**config.mk**
```make
export PLATFORM = sky130hd
export DESIGN_NAME = mem_arbiter
export DESIGN_NICKNAME = d
export VERILOG_FILES = /design/src/rtl/mem_arb_pkg.sv /design/src/rtl/arb_stall_counter.sv /design/src/rtl/mem_arbiter.sv
export SDC_FILE = /design/constraint.sdc
export NUM_CORES = 1
export LEC_CHECK = 0
export CAP_MARGIN = 20
export CELL_PAD_IN_SITES_DETAIL_PLACEMENT = 0
export CELL_PAD_IN_SITES_GLOBAL_PLACEMENT = 1
export CORE_AREA = 2 2 104 106
export CTS_CLUSTER_DIAMETER = 30
export DETAILED_ROUTE_END_ITERATION = 7
export DIE_AREA = 0 0 106 108
export DONT_BUFFER_PORTS = 1
export GPL_ROUTABILITY_DRIVEN = 0
export PLACE_DENSITY_LB_ADDON = 0.1
export SETUP_SLACK_MARGIN = 0.3
export SLEW_MARGIN = 0
export SYNTH_ARGS = -nofsm -noshare
export SYNTH_HDL_FRONTEND = slang
export SYNTH_SLANG_ARGS = --single-unit
```
**constraint.sdc**
```tcl
create_clock -name clk -period 3 [get_ports clk]
set_clock_uncertainty 0.15 [all_clocks]
set_input_delay 0.6 -clock clk [delete_from_list [all_inputs] [get_ports clk]]
set_output_delay 0.6 -clock clk [all_outputs]
set_load 0.005 [all_outputs]
```
**src/rtl/mem_arb_pkg.sv**
```systemverilog
// Shared types and widths for the instruction/data cache-port arbiter.
// Optional feature macro: MEM_ARB_PERF_CNT_EN (stall-cycle counters).
package mem_arb_pkg;

  typedef enum logic [1:0] {
    ARB_IDLE    = 2'd0,
    ARB_GRANT_I = 2'd1,
    ARB_GRANT_D = 2'd2
  } arb_state_t;

  localparam int ARB_STREAK_W = 4;
  localparam int ARB_CNT_W    = 32;

  // One cache word: four bytes, byte 0 leftmost.
  typedef logic [0:3][7:0] arb_word_t;

endpackage

```
**src/rtl/arb_stall_counter.sv**
```systemverilog
// Saturating event counter used for per-port stall statistics.
// Only instantiated when MEM_ARB_PERF_CNT_EN is defined.
module arb_stall_counter
  import mem_arb_pkg::*;
(
  input  logic                 clk,
  input  logic                 rst_b,
  input  logic                 en,
  output logic [ARB_CNT_W-1:0] count
);

  logic [ARB_CNT_W-1:0] count_q;
  logic [ARB_CNT_W-1:0] count_d;

  // Count enabled cycles, sticking at all-ones instead of wrapping.
  always_comb begin
    count_d = count_q;
    if (en && (count_q != '1)) begin
      count_d = count_q + ARB_CNT_W'(1);
    end
  end

  // Counter register, cleared by the shared asynchronous reset.
  always_ff @(posedge clk or negedge rst_b) begin
    if (!rst_b) begin
      count_q <= '0;
    end else begin
      count_q <= count_d;
    end
  end

  assign count = count_q;

endmodule

```
**src/rtl/mem_arbiter.sv**
```systemverilog
// Two-port arbiter sharing one cache port between instruction fetch (read
// only) and load/store. The grant stays locked for a whole cache transaction
// (hit, miss, write-back, fill) so the cache address is stable during a miss.
// Data side has fixed priority, bounded by a streak counter so fetch cannot
// starve. Optional feature macro: MEM_ARB_PERF_CNT_EN adds the
// i_stall_cycles / d_stall_cycles outputs.
module mem_arbiter
  import mem_arb_pkg::*;
#(
  parameter int D_STREAK_MAX = 4
) (
  input  logic                 clk,
  input  logic                 rst_b,
  input  logic [31:0]          i_addr,
  input  logic                 i_read,
  output logic [0:3][7:0]      i_data_out,
  output logic                 i_ready,
  input  logic [31:0]          d_addr,
  input  logic                 d_read,
  input  logic                 d_write,
  input  logic [0:3][7:0]      d_data_in,
  output logic [0:3][7:0]      d_data_out,
  output logic                 d_ready,
  output logic [31:0]          c_addr,
  output logic                 c_read,
  output logic                 c_write,
  output logic [0:3][7:0]      c_data_in,
  input  logic [0:3][7:0]      c_data_out,
  input  logic                 c_hit
`ifdef MEM_ARB_PERF_CNT_EN
  ,
  output logic [ARB_CNT_W-1:0] i_stall_cycles,
  output logic [ARB_CNT_W-1:0] d_stall_cycles
`endif
);

  localparam logic [ARB_STREAK_W-1:0] STREAK_MAX = ARB_STREAK_W'(D_STREAK_MAX);

  arb_state_t              state_q;
  arb_state_t              state_d;
  logic [ARB_STREAK_W-1:0] streak_q;
  logic [ARB_STREAK_W-1:0] streak_d;
  logic                    d_req;

  assign d_req = d_read | d_write;

  // Streak increment that holds at the configured limit.
  function automatic logic [ARB_STREAK_W-1:0] streak_inc(input logic [ARB_STREAK_W-1:0] s);
    if (s >= STREAK_MAX) begin
      streak_inc = STREAK_MAX;
    end else begin
      streak_inc = s + ARB_STREAK_W'(1);
    end
  endfunction

  // Cache-side mux and per-port ready/data, all decoded from the locked grant.
  always_comb begin
    c_addr     = '0;
    c_read     = 1'b0;
    c_write    = 1'b0;
    c_data_in  = '0;
    i_ready    = 1'b0;
    d_ready    = 1'b0;
    i_data_out = '0;
    d_data_out = '0;
    case (state_q)
      ARB_GRANT_I: begin
        c_addr     = i_addr;
        c_read     = i_read;
        i_ready    = i_read & c_hit;
        i_data_out = c_data_out;
      end
      ARB_GRANT_D: begin
        c_addr     = d_addr;
        c_read     = d_read;
        c_write    = d_write;
        c_data_in  = d_data_in;
        d_ready    = d_req & c_hit;
        d_data_out = c_data_out;
      end
      default: ;
    endcase
  end

  // Grant selection: arbitration from idle, hand-over on completion, and
  // fall back to idle when the granted port withdraws its request.
  always_comb begin
    state_d  = state_q;
    streak_d = streak_q;
    case (state_q)
      ARB_IDLE: begin
        if (d_req && !(i_read && (streak_q == STREAK_MAX))) begin
          state_d  = ARB_GRANT_D;
          streak_d = i_read ? streak_inc(streak_q) : '0;
        end else if (i_read) begin
          state_d  = ARB_GRANT_I;
          streak_d = '0;
        end
      end
      ARB_GRANT_I: begin
        if (!i_read) begin
          state_d = ARB_IDLE;
        end else if (i_ready) begin
          // The fetch being retired does not count as a pending I request.
          if (d_req) begin
            state_d  = ARB_GRANT_D;
            streak_d = '0;
          end else begin
            state_d = ARB_IDLE;
          end
        end
      end
      ARB_GRANT_D: begin
        if (!d_req) begin
          state_d = ARB_IDLE;
        end else if (d_ready) begin
          if (i_read) begin
            state_d  = ARB_GRANT_I;
            streak_d = '0;
          end else begin
            state_d = ARB_IDLE;
          end
        end
      end
      default: begin
        state_d = ARB_IDLE;
      end
    endcase
  end

  // Grant state and streak registers; reset drops any grant immediately.
  always_ff @(posedge clk or negedge rst_b) begin
    if (!rst_b) begin
      state_q  <= ARB_IDLE;
      streak_q <= '0;
    end else begin
      state_q  <= state_d;
      streak_q <= streak_d;
    end
  end

`ifdef MEM_ARB_PERF_CNT_EN
  arb_stall_counter u_i_stall (
    .clk   (clk),
    .rst_b (rst_b),
    .en    (i_read & ~i_ready),
    .count (i_stall_cycles)
  );

  arb_stall_counter u_d_stall (
    .clk   (clk),
    .rst_b (rst_b),
    .en    (d_req & ~d_ready),
    .count (d_stall_cycles)
  );
`endif

endmodule

```
==> results.ini <==
[worst_setup_path]
cp_slowest_stage_delay_ns=0.39
reg2reg_depth=7
end_kind=primary output
slowest_stage=dfrtp_1
critPathLaunchType=register
cp.depth=5
crit_family=buffers and inverters
path_cells=inv_1 -> ha_4 -> buf_4 -> a22oi_1 -> nor2b_1
reg2reg_slack_ns=1.01
cp.required_ns=2.25
critPathMaxFanout=35
critPathArrivalTime_ns=1.80
path_buf_inv=2
reg2reg_from=state_q[0]
rr_endpoint=streak_q[2]
path_class=register to primary output

[min_path]
hold_path_startpoint=streak_q[1]
hold_path_end=streak_q[1]
hold_class=register to register
hold_path_depth=1

[final_layout]
multiInputGateArea_um2=1380
areaGrowthSynthToFinish_pct=12.6
fill_cells=1155
seq_area_um2=150
drive_gt1_share_pct=7.59
final-instance-count-excl-fill=361
nets=366
postLayoutCoreUtil_pct=18.0

[timing]
tns_ns=0
fin_ws_ns=0.448
fmax_mhz=392
setup_viol=0
relSlewSlack_pct=66.3
rsz0062_at_grt=false
hold_viol=0
hold_slack_ns=0.362
fin_crit_sh_pct=85.1
min_period_ns=2.55
worstMarginPinSlew_ns=0.501
slew_violations=0

[logic_synthesis]
yosys.cell_count.top_type=and2_1
netlist_instances=236
synth_top_area_share_pct=37.2
ys_async_sr_fraction_pct=100
syn_avg_cell_area_um2=6.92
ys_top_cells_by_area=and2_1 (37%), a22oi_1 (15%), nor2b_1 (13%)
netlist_area_um2=1630
ys_warn_count=0
synth_seq_area_share_pct=9.20
synth_xor_area_share_pct=0
synth_cell_types=33
synthMuxAreaShare_pct=0.613
synth_flop_cell=dfrtp_1
yosysTopAreaCell=and2_1
synth-simple-area-share_pct=55.6
synth_edf_count=0
synth-seq-cells=6
synth_compound_area_share_pct=22.6
synth_fp_nets=376
synth_adder_area_share_pct=4.60
synthTopCellsByCount=and2_1 (97), nor2b_1 (33), a22oi_1 (32)
synth_top_family_by_area=simple AND/OR/NAND/NOR gates

[clock_network]
clk_latency_ns=0.22
clock_path_buffers=2
clock_sinks=6
cts_tree=done
cts_max_level=1
root_buffer=clkbuf_8
numCtsBuffers=3
clk_pin_slew_ns=0.04

[place]
dp_hpwl_mm=5.91
dp_slack_ns=0.415
port_buffers=0
place_inst=356

[grt]
first_global_vias=1636
grt_max_degree=55
grt_usage_pct=10.6
overflow=0
antenna_found_initial=1
grt_pass1_wl_mm=9.50

[routing]
drt-vias-per-instance=4.79
drc=0
ant_nets=0
drt-initial-drc-count=76
wl_per_cell_um=19.5
drt_pre_antenna_iters=4
wl_mm=7.05
dr_total_vias=1729

[status]
status=complete, no violations

[power]
power_density_nw_per_um2=898
vdd_ir_drop_max_uv=234
power_leakage_nw=0.663

[die]
fp.dieArea_um2=11400
die_w_um=106
start_util_pct=16.0
die_y_um=108
row_count=37
core_area_um2=10200
io-pin-count=266

[run]
maxCapViolations=0

[through the flow]
| step | power, mW | area (um^2) |
|---|---|---|
| detailed placement | 1.54 | 1770 |
| floorplan | 1.24 | 1630 |
| global route | 1.83 | 1840 |
| global placement | 1.58 | 1770 |
| finish | 1.65 | 1840 |
| CTS | 1.68 | 1830 |
[placed cells by master, fill, tap and decap left out, types with 2 or more instances in the layout]
master    count
a21boi_0      2
dfrtp_1       6
buf_4         4
a22oi_1      32
o21ai_0       2
inv_1         7
clkbuf_8      3
nand2_1       2
ha_1          4
a21oi_1       3
nor2_1        4
and2_1       97
nor3_1        3
nor2b_1      33
[flip-flops by register name (all words and copies together), names as in the netlist]
name / count
streak_q: 4
state_q: 2
[layout make-up]
class,instances,share of cell area [%]
multi-input combinational,201,74.9
tap,136,9.25
sequential,6,8.16
timing repair buffer,7,3.88
clock buffer,3,2.24
inverter,7,1.43
antenna,1,0.136
[power breakdown]
part | internal, mW | switching (mW) | total, mW
sequential | 0.104 | 0.0218 | 0.126
clock | 0.0863 | 0.0357 | 0.122
combinational | 0.592 | 0.811 | 1.40
[cells by family after synthesis]
family | after synthesis
and+or+nand+nor | 145
AOI/OAI and AO/OA | 49
buffers and inverters | 29
adders and majority gates | 6
DFF | 6
muxes | 1
[worst reg2reg max path, delay by kind of cell, from the launching register on]
family          cells  cell delay [ns]
flops               1             0.39
compound gates      3             0.59
fa+ha+maj           1             0.27
simple gates        1             0.19
buf+inv             2             0.34
[worst max path at each step]
stage	from	to
4_1_cts	state_q[0]	c_addr[30]
2_1_floorplan	state_q[1]	c_addr[0]
5_1_grt	state_q[0]	c_addr[17]
6_report	state_q[0]	c_addr[8]
3_5_place_dp	state_q[0]	c_addr[30]
3_3_place_gp	state_q[0]	c_addr[23]
[routing by layer]
metal / vias up / global-route usage (%) / share of wire (%)
met2: 165 / 22.4 / 57
met4: 0 / 3.85 / 2.3
met3: 10 / 2.71 / 11
li1: 763 / - / -
met5: - / 0 / 0
met1: 791 / 9.67 / 30
[timing repair]
item,in CTS,in global routing
buffers inserted,0,0
hold buffers,1,0
cloned,0,0
hold endpoints to repair,6,0
endpoints found under the setup margin,64,5
gates resized for setup,1,1
Note: power is estimated with default switching activity, not from simulation.
